--- src/rtl/text_console.sv ---
// Character-stream front end for the text renderer: places bytes at the cursor
// in video RAM and handles CR/LF/BS/FF, line wrap, row-copy scrolling and clear.
// Handshakes: a byte transfers on a cycle with in_valid & in_ready; a memory access
// completes on a cycle with (mem_we | mem_re) & mem_gnt, with all request outputs held until then.
module text_console #(
    parameter int          ADDRW     = 15,
    parameter int          VIDEO_RAM = 'h1000,
    parameter int          TEXTCOL   = 64,
    parameter int          TEXTROW   = 37,
    parameter logic [7:0]  BLANK     = 8'h20
) (
    input  logic             clk,
    input  logic             rst_n,
    input  logic             in_valid,
    input  logic [7:0]       in_data,
    output logic             in_ready,
    input  logic             clear,
    output logic [ADDRW-1:0] mem_addr,
    output logic [7:0]       mem_wdata,
    output logic             mem_we,
    output logic             mem_re,
    input  logic             mem_gnt,
    input  logic [7:0]       mem_rdata,
    output logic [5:0]       cursor_col,
    output logic [5:0]       cursor_row,
    output logic             busy
);

    localparam int CW    = $clog2(TEXTCOL);
    localparam int CELLS = TEXTROW * TEXTCOL;
    localparam int IW    = $clog2(CELLS);

    localparam logic [ADDRW-1:0] BASE        = ADDRW'(VIDEO_RAM);
    localparam logic [IW-1:0]    LAST_CELL   = IW'(CELLS - 1);
    localparam logic [IW-1:0]    LAST_KEEP   = IW'((TEXTROW - 1) * TEXTCOL - 1);
    localparam logic [IW-1:0]    FIRST_BLANK = IW'((TEXTROW - 1) * TEXTCOL);
    localparam logic [5:0]       LAST_COL    = 6'(TEXTCOL - 1);
    localparam logic [5:0]       LAST_ROW    = 6'(TEXTROW - 1);

    typedef enum logic [2:0] {
        IDLE, DECODE, PUT, SCROLL_RD, SCROLL_WR, SCROLL_BLANK, CLEAR
    } state_t;

    state_t          state, state_n;
    logic [5:0]      col, col_n, row, row_n;
    logic [IW-1:0]   idx, idx_n;
    logic [7:0]      ch, ch_n, hold, hold_n;
    logic            adv, adv_n, first, first_n;

    logic            we_c, re_c, ready_c;
    logic [ADDRW-1:0] addr_c, cell_addr, idx_addr;
    logic [7:0]      wdata_c;

    // row*TEXTCOL is a plain shift because TEXTCOL is a power of two
    assign cell_addr = BASE + (ADDRW'(row) << CW) + ADDRW'(col);
    assign idx_addr  = BASE + ADDRW'(idx);

    always_ff @(posedge clk or negedge rst_n) begin
        if (!rst_n) begin
            state <= CLEAR;
            col   <= '0;
            row   <= '0;
            idx   <= '0;
            ch    <= '0;
            hold  <= '0;
            adv   <= 1'b0;
            first <= 1'b0;
        end else begin
            state <= state_n;
            col   <= col_n;
            row   <= row_n;
            idx   <= idx_n;
            ch    <= ch_n;
            hold  <= hold_n;
            adv   <= adv_n;
            first <= first_n;
        end
    end

    always_comb begin
        state_n = state;
        col_n   = col;
        row_n   = row;
        idx_n   = idx;
        ch_n    = ch;
        hold_n  = hold;
        adv_n   = adv;
        first_n = 1'b0;
        we_c    = 1'b0;
        re_c    = 1'b0;
        ready_c = 1'b0;
        addr_c  = '0;
        wdata_c = '0;
        case (state)
            IDLE: begin
                ready_c = ~clear;
                if (clear) begin
                    state_n = CLEAR;
                    idx_n   = '0;
                end else if (in_valid) begin
                    ch_n    = in_data;
                    state_n = DECODE;
                end
            end
            DECODE: begin
                state_n = IDLE;
                if (ch >= 8'h20 && ch <= 8'h7E) begin
                    adv_n   = 1'b1;
                    state_n = PUT;
                end else begin
                    case (ch)
                        8'h0D: col_n = '0;
                        8'h0A: begin
                            col_n = '0;
                            if (row < LAST_ROW) begin
                                row_n = row + 6'd1;
                            end else begin
                                idx_n   = '0;
                                state_n = SCROLL_RD;
                            end
                        end
                        8'h08: begin
                            // backspace blanks the cell left of the cursor and parks there
                            if (col != 6'd0) begin
                                col_n   = col - 6'd1;
                                ch_n    = BLANK;
                                adv_n   = 1'b0;
                                state_n = PUT;
                            end
                        end
                        8'h0C: begin
                            idx_n   = '0;
                            state_n = CLEAR;
                        end
                        default: ;
                    endcase
                end
            end
            PUT: begin
                we_c    = 1'b1;
                addr_c  = cell_addr;
                wdata_c = ch;
                if (mem_gnt) begin
                    state_n = IDLE;
                    if (adv) begin
                        if (col == LAST_COL) begin
                            col_n = '0;
                            if (row < LAST_ROW) begin
                                row_n = row + 6'd1;
                            end else begin
                                idx_n   = '0;
                                state_n = SCROLL_RD;
                            end
                        end else begin
                            col_n = col + 6'd1;
                        end
                    end
                end
            end
            SCROLL_RD: begin
                re_c   = 1'b1;
                addr_c = idx_addr + ADDRW'(TEXTCOL);
                if (mem_gnt) begin
                    first_n = 1'b1;
                    state_n = SCROLL_WR;
                end
            end
            SCROLL_WR: begin
                // read data is only valid on the first cycle; keep a copy for stalled grants
                we_c    = 1'b1;
                addr_c  = idx_addr;
                wdata_c = first ? mem_rdata : hold;
                hold_n  = wdata_c;
                if (mem_gnt) begin
                    if (idx < LAST_KEEP) begin
                        idx_n   = idx + 1'b1;
                        state_n = SCROLL_RD;
                    end else begin
                        idx_n   = FIRST_BLANK;
                        state_n = SCROLL_BLANK;
                    end
                end
            end
            SCROLL_BLANK, CLEAR: begin
                we_c    = 1'b1;
                addr_c  = idx_addr;
                wdata_c = BLANK;
                if (mem_gnt) begin
                    if (idx == LAST_CELL) begin
                        idx_n   = '0;
                        state_n = IDLE;
                        if (state == CLEAR) begin
                            col_n = '0;
                            row_n = '0;
                        end
                    end else begin
                        idx_n = idx + 1'b1;
                    end
                end
            end
            default: state_n = CLEAR;
        endcase
    end

    // requests are suppressed while reset is held even though state already reads CLEAR
    assign mem_we     = we_c & rst_n;
    assign mem_re     = re_c & rst_n;
    assign in_ready   = ready_c & rst_n;
    assign mem_addr   = addr_c;
    assign mem_wdata  = wdata_c;
    assign busy       = (state != IDLE);
    assign cursor_col = col;
    assign cursor_row = row;

endmodule

--- config.mk ---
export PLATFORM = sky130hd
export DESIGN_NAME = text_console
export DESIGN_NICKNAME = d
export VERILOG_FILES = /design/src/rtl/text_console.sv
export SDC_FILE = /design/constraint.sdc
export NUM_CORES = 1
export LEC_CHECK = 0
export CORE_ASPECT_RATIO = 1.4
export CORE_MARGIN = 1.5
export CORE_UTILIZATION = 44
export DETAILED_ROUTE_END_ITERATION = 8
export GPL_TIMING_DRIVEN = 0
export PLACE_DENSITY_LB_ADDON = 0.25
export SYNTH_ARGS = -nofsm -noshare
export SYNTH_HDL_FRONTEND = slang
export SYNTH_SLANG_ARGS = --single-unit
export TNS_END_PERCENT = 5
--- constraint.sdc ---
create_clock -name clk -period 3.3 [get_ports clk]
set_clock_uncertainty 0.2 [all_clocks]
set_input_delay 0.66 -clock clk [delete_from_list [all_inputs] [get_ports clk]]
set_output_delay 0.66 -clock clk [all_outputs]
set_load 0.05 [all_outputs]
Yosys cells after proc, flatten, opt, wreduce, memory -nomap -nowiden
Index checks and enable logic that the tools add are counted.
- logic and storage cells: 135
- bits in registers: 45
- output and inout bits: 39
- reductions and logical operators: 19
- bitwise operators: 4
- add/subtract/negate cells: 8
- equality and inequality tests: 31
- muxes and demuxes: 61
- order comparisons: 4
- operators by type and width (operator ; count):
    $mux W12 ; 10
    $mux W6 ; 14
    $pmux W12 S5 ; 1
    $mux W8 ; 6
    $pmux W15 S3 ; 1
    $pmux W6 S3 ; 2
    $mux W3 ; 11
    $eq A8 B4 Y1 const B ; 4
    $add A13 B12 Y14 const A ; 2
    $ne A2 B2 Y1 const B ; 14
    $reduce_and A9 Y1 ; 3
    $pmux W12 S2 ; 1
    $pmux W8 S3 ; 1
    $pmux W3 S6 ; 1
    $pmux W8 S2 ; 1
    $add A14 B6 Y15 ; 1
    $add A14 B7 Y15 const B ; 1
    $add A12 B1 Y12 const B ; 1
    $add A6 B1 Y6 const B ; 2
    $eq A12 B12 Y1 const B ; 1
    $lt A12 B12 Y1 const B ; 1
    $pmux W6 S2 ; 1
    $reduce_and A6 Y1 ; 2
    $eq A3 B3 Y1 const B ; 3
    other kinds (25) ; 42

Depth between registers and ports, before layout
- depth in word-level cells: 6
- gate-level depth with buffers: 9

Least setup slack after synthesis
Ideal clock, no wire load.
- path kind: register to output
- from: register state[2]
- to: output mem_wdata[0]
- path slack: -0.123 ns
- data required time: 2.440 ns
- stages on the path, launching flop included: 6
- arrival time: 2.563 ns
- cells stage by stage: dfstp_2 clkbuf_1 buf_2 clkbuf_1 nand2_1 o21ai_0
- longest elaborated chain between the ends: 3
- elaborated cells between the ends (all ways): 6
- those cells by class: 4 x eq/ne; 1 x mux; 1 x reduce/logical
- ends and longest elaborated chain (element ; RTL line ; RTL):
    from (decl) ; 44 ; state_t state, state_n;
    from (signal assigned) ; 69 ; state <= state_n;
    $eq A3 B3 Y1 ; 94 ; case (state)
    $reduce_or A2 Y1 ; -- ;
    $pmux W8 S3 * ; 94 ;
    to (decl) ; 19 ; output logic [7:0] mem_wdata,
Mark *: on every way between the ends. The rest lies on a longest branch, timed or not.

Final worst setup path
- from: register state[2]
- to: output busy
- longest elaborated chain between the ends: 1
- ends and longest elaborated chain (element ; RTL line ; RTL):
    $reduce_bool A3 Y1 ; 211 ; assign busy = (state != IDLE);
    to (decl) ; 26 ; output logic busy
Every way passes these cells.

==> results.py <==
metrics = {
    "yosys": {
        "synth_top_flop_cell": "sky130_fd_sc_hd__dfrtp_1",
        "synth_top_area_frac": 0.323,
        "mappedNetlistArea_um2": 3340,
        "synth.ff_latch_count": 45,
        "synthCells": 388,
        "synth_async_sr_flop_share": 1.00,
        "synth.largest_area_cell": "sky130_fd_sc_hd__dfrtp_1",
        "avgSynthCellArea_um2": 8.60,
        "number_of_enable_flip_flop_cells_after_synthesis": 0,
        "synth.distinct_cells": 68,
        "yosys_warnings": 0,
        "synth_fp_nets": 416,
        "largest_cells_by_area_after_synthesis": "sky130_fd_sc_hd__dfrtp_1 (32%), sky130_fd_sc_hd__o21ai_0 (5.7%), sky130_fd_sc_hd__a22o_1 (4.5%)",
        "synth-seq-area-share": 0.338,
    },
    "timing": {
        "achievable-frequency_mhz": 311,
        "final.setup.worst_slack_ns": 0.0809,
        "final.period_utilization": 0.975,
        "rsz0062_at_grt": "yes",
        "setup_violations": 0,
        "timing.setup.tns_ns": 0,
        "worstMarginPinSlew_ns": 0.906,
        "hold_viol_final": 0,
        "final_max_slew_viol_count": 0,
        "relative_slew_slack": 0.381,
        "period_needed_ns": 3.22,
    },
    "final_layout": {
        "final_net_count": 480,
        "antenna-diode-count": 0,
        "layout-area-overhead-vs-synth_pct": 22.4,
        "area_of_combinational_cells_with_multiple_inputs_um2": 2070,
        "finish.instance_area_um2": 4080,
        "sequential_cell_area_um2": 1130,
        "post_route_cells_drive_above_1_share": 0.159,
        "fill_cells": 707,
    },
    "clock_tree": {
        "path_clk_slew_ns": 0.08,
        "clk_path_buf_depth": 2,
        "clk_latency_ns": 0.31,
        "tritoncts_num_sinks": 45,
        "numCtsBuffers": 5,
        "root_buffer": "sky130_fd_sc_hd__clkbuf_8",
        "postCtsSetupRepairBufs": 0,
        "ctsHoldBuffers": 0,
        "cts_tree": "built",
        "cts_htree_levels": 2,
    },
    "floorplan": {
        "core.rowCount": 37,
        "die_outline_area_um2": 8120,
        "ios": 60,
        "floorplan.initialDensity": 0.453,
        "chipHeight_um": 106,
        "die_w_um": 76.6,
        "design.core.area_um2": 7360,
    },
    "placed_design": {
        "placement.io_buffers": 58,
        "place_hpwl_um": 7030,
        "gpl.final_weighted_congestion": 0.910,
        "pre_cts_ws_ns": -0.493,
        "placement.cell_area_um2": 4050,
    },
    "power": {
        "p_sw_frac": 0.525,
        "power.share.combinational": 0.626,
        "cell_internal_power_w": 0.00162,
        "power_switching_w": 0.00179,
        "power.density_nw_per_um2": 836,
        "ir_worst_vdd_v": 0.000412,
        "register_share_of_total_power": 0.269,
        "power_frac_clock": 0.104,
        "power.static_leakage_nw": 1.69,
    },
    "worst_setup_path": {
        "timing.critical_path.required_ns": 2.44,
        "kind_of_end_point_of_the_critical_path": "output port",
        "worst_endpoint_data_arrival_time_ns": 2.36,
        "worstSetupStartpointType": "flop",
        "worst-setup-path-type": "flop to output port",
        "worst-path-max-fanout": 10,
    },
    "detailed_routing": {
        "vias": 3210,
        "drt.antenna.violating_nets": 0,
        "total_iterations_of_the_first_detailed_routing_run": 4,
        "drt_iter0_drc": 210,
        "post_drt_wl_per_cell_um": 16.9,
        "routed_wl_um": 9280,
        "post-route-drc-count": 0,
        "viasPerCell": 5.85,
    },
    "run_status": {
        "status": "finished, final reports clean",
    },
    "global_route": {
        "grt_pass1_vias": 3230,
        "first_pass_grt_wire_length_um": 15400,
        "overflow": 0,
        "antenna_found_initial": 0,
        "grt_usage": 0.237,
        "grt_max_degree": 26,
    },
    "flow_run": {
        "maxCapViolCount": 0,
    },
    "hold_path": {
        "worst_hold_path_type": "primary input to async pin",
    },
}
## cell usage in the layout, fill, tap and decap left out, types with 4 or more instances in the layout
cell type	n
sky130_fd_sc_hd__dfrtp_1	43
sky130_fd_sc_hd__o21ai_0	38
sky130_fd_sc_hd__nand2_1	35
sky130_fd_sc_hd__clkdlybuf4s50_1	32
sky130_fd_sc_hd__nor2_1	24
sky130_fd_sc_hd__buf_2	18
sky130_fd_sc_hd__o31ai_1	17
sky130_fd_sc_hd__a22o_1	17
sky130_fd_sc_hd__a21oi_1	14
sky130_fd_sc_hd__mux2i_1	12
sky130_fd_sc_hd__nand3_1	11
sky130_fd_sc_hd__inv_1	11
sky130_fd_sc_hd__mux2_2	10
sky130_fd_sc_hd__nor2b_1	9
sky130_fd_sc_hd__nand2b_1	9
sky130_fd_sc_hd__clkbuf_1	9
sky130_fd_sc_hd__and3_1	9
sky130_fd_sc_hd__nor3_1	8
sky130_fd_sc_hd__clkbuf_2	7
sky130_fd_sc_hd__ha_1	7
sky130_fd_sc_hd__and2_1	6
sky130_fd_sc_hd__a31oi_1	6
sky130_fd_sc_hd__clkbuf_8	6
sky130_fd_sc_hd__a21o_1	4
sky130_fd_sc_hd__o21ai_1	4
sky130_fd_sc_hd__dlygate4sd2_1	4
## critical path, cell delays in order (launching register included)
cell and delay, ns:
sky130_fd_sc_hd__dfstp_2 0.71, sky130_fd_sc_hd__clkbuf_4 0.28, sky130_fd_sc_hd__or3_1 0.20, sky130_fd_sc_hd__clkdlybuf4s50_1 0.85
## cell type report
type,count,area share
well taps,97,0.0297
repair buffers,59,0.125
multi-input cells,308,0.507
flip-flops and latches,45,0.277
clock buffers,7,0.0212
inverters,11,0.0101
plain buffers,22,0.0307
## synthesized netlist by cell type, types with 8 or more instances
library cell	count
sky130_fd_sc_hd__a21oi_1	14
sky130_fd_sc_hd__a22o_1	17
sky130_fd_sc_hd__and3_1	9
sky130_fd_sc_hd__clkbuf_1	13
sky130_fd_sc_hd__dfrtp_1	43
sky130_fd_sc_hd__inv_1	11
sky130_fd_sc_hd__mux2_2	10
sky130_fd_sc_hd__mux2i_1	12
sky130_fd_sc_hd__nand2_1	37
sky130_fd_sc_hd__nand2b_1	9
sky130_fd_sc_hd__nand3_1	11
sky130_fd_sc_hd__nor2_1	24
sky130_fd_sc_hd__nor2b_1	10
sky130_fd_sc_hd__nor3_1	8
sky130_fd_sc_hd__o21ai_0	38
sky130_fd_sc_hd__o31ai_1	17
## flip-flops by register name, indices dropped and copies added (netlist names)
signal      flops
idx            12
ch              8
hold            8
cursor_col      6
cursor_row      6
state           3
adv             1
first           1
## metrics by stage
stage               std cells  total power [W]  hold WS, ns   util
floorplan                 388          0.00243        0.164      -
global placement          543          0.00304        0.288  0.549
detailed placement        544          0.00307        0.295  0.551
CTS                       549          0.00343        0.152  0.567
global route              549          0.00365        0.181  0.554
finish                    549          0.00341        0.136  0.554
## metal layers
metal	wire length, µm	GRT usage
met5	0	0
met4	261	0.102
met3	382	0.0438
met2	4700	0.423
met1	3940	0.274
## worst paths after layout
kind / cells after the start / slack [ns] / end / startpoint
min reg2reg: 1 / 0.31 / hold[2]$_DFFE_PN0P_ / hold[2]$_DFFE_PN0P_
min: 1 / 0.14 / idx[0]$_DFFE_PN0P_ / rst_n
max: 3 / 0.08 / busy / state[2]$_DFFE_PN1P_
max in group asynchronous: 2 / 2.23 / cursor_row[5]$_DFFE_PN0P_ / rst_n
min in group clk: 1 / 0.31 / hold[2]$_DFFE_PN0P_ / hold[2]$_DFFE_PN0P_
max reg2reg: 7 / 0.52 / cursor_row[3]$_DFFE_PN0P_ / cursor_col[0]$_DFFE_PN0P_
## power by group through the flow
stage	sequential [W]	combinational (W)	clock (W)
floorplan	0.000950	0.00148	0
global placement	0.000879	0.00216	0
detailed placement	0.000885	0.00219	0
CTS	0.000915	0.00215	0.000365
global route	0.000944	0.00232	0.000387
finish	0.000919	0.00214	0.000356
## logic make-up (layout without fill, tap and decap cells)
group | after synthesis | after routing | share of synthesized area
AOI/OAI and AO/OA | 130 | 130 | 0.261
xor gates and xnor gates | 3 | 3 | 0.00788
adders and majority gates | 7 | 7 | 0.0263
buffers and inverters | 35 | 99 | 0.0488
DFF | 45 | 45 | 0.338
muxes | 22 | 22 | 0.0698
other | 1 | 1 | 0.00112
and+or+nand+nor | 145 | 145 | 0.247
## timing repair
action | CTS | global route
setup endpoints to repair | 26 | 23
pin swaps | 0 | 0
resized for setup | 78 | 39
Note: power is estimated with default switching activity, not from simulation.
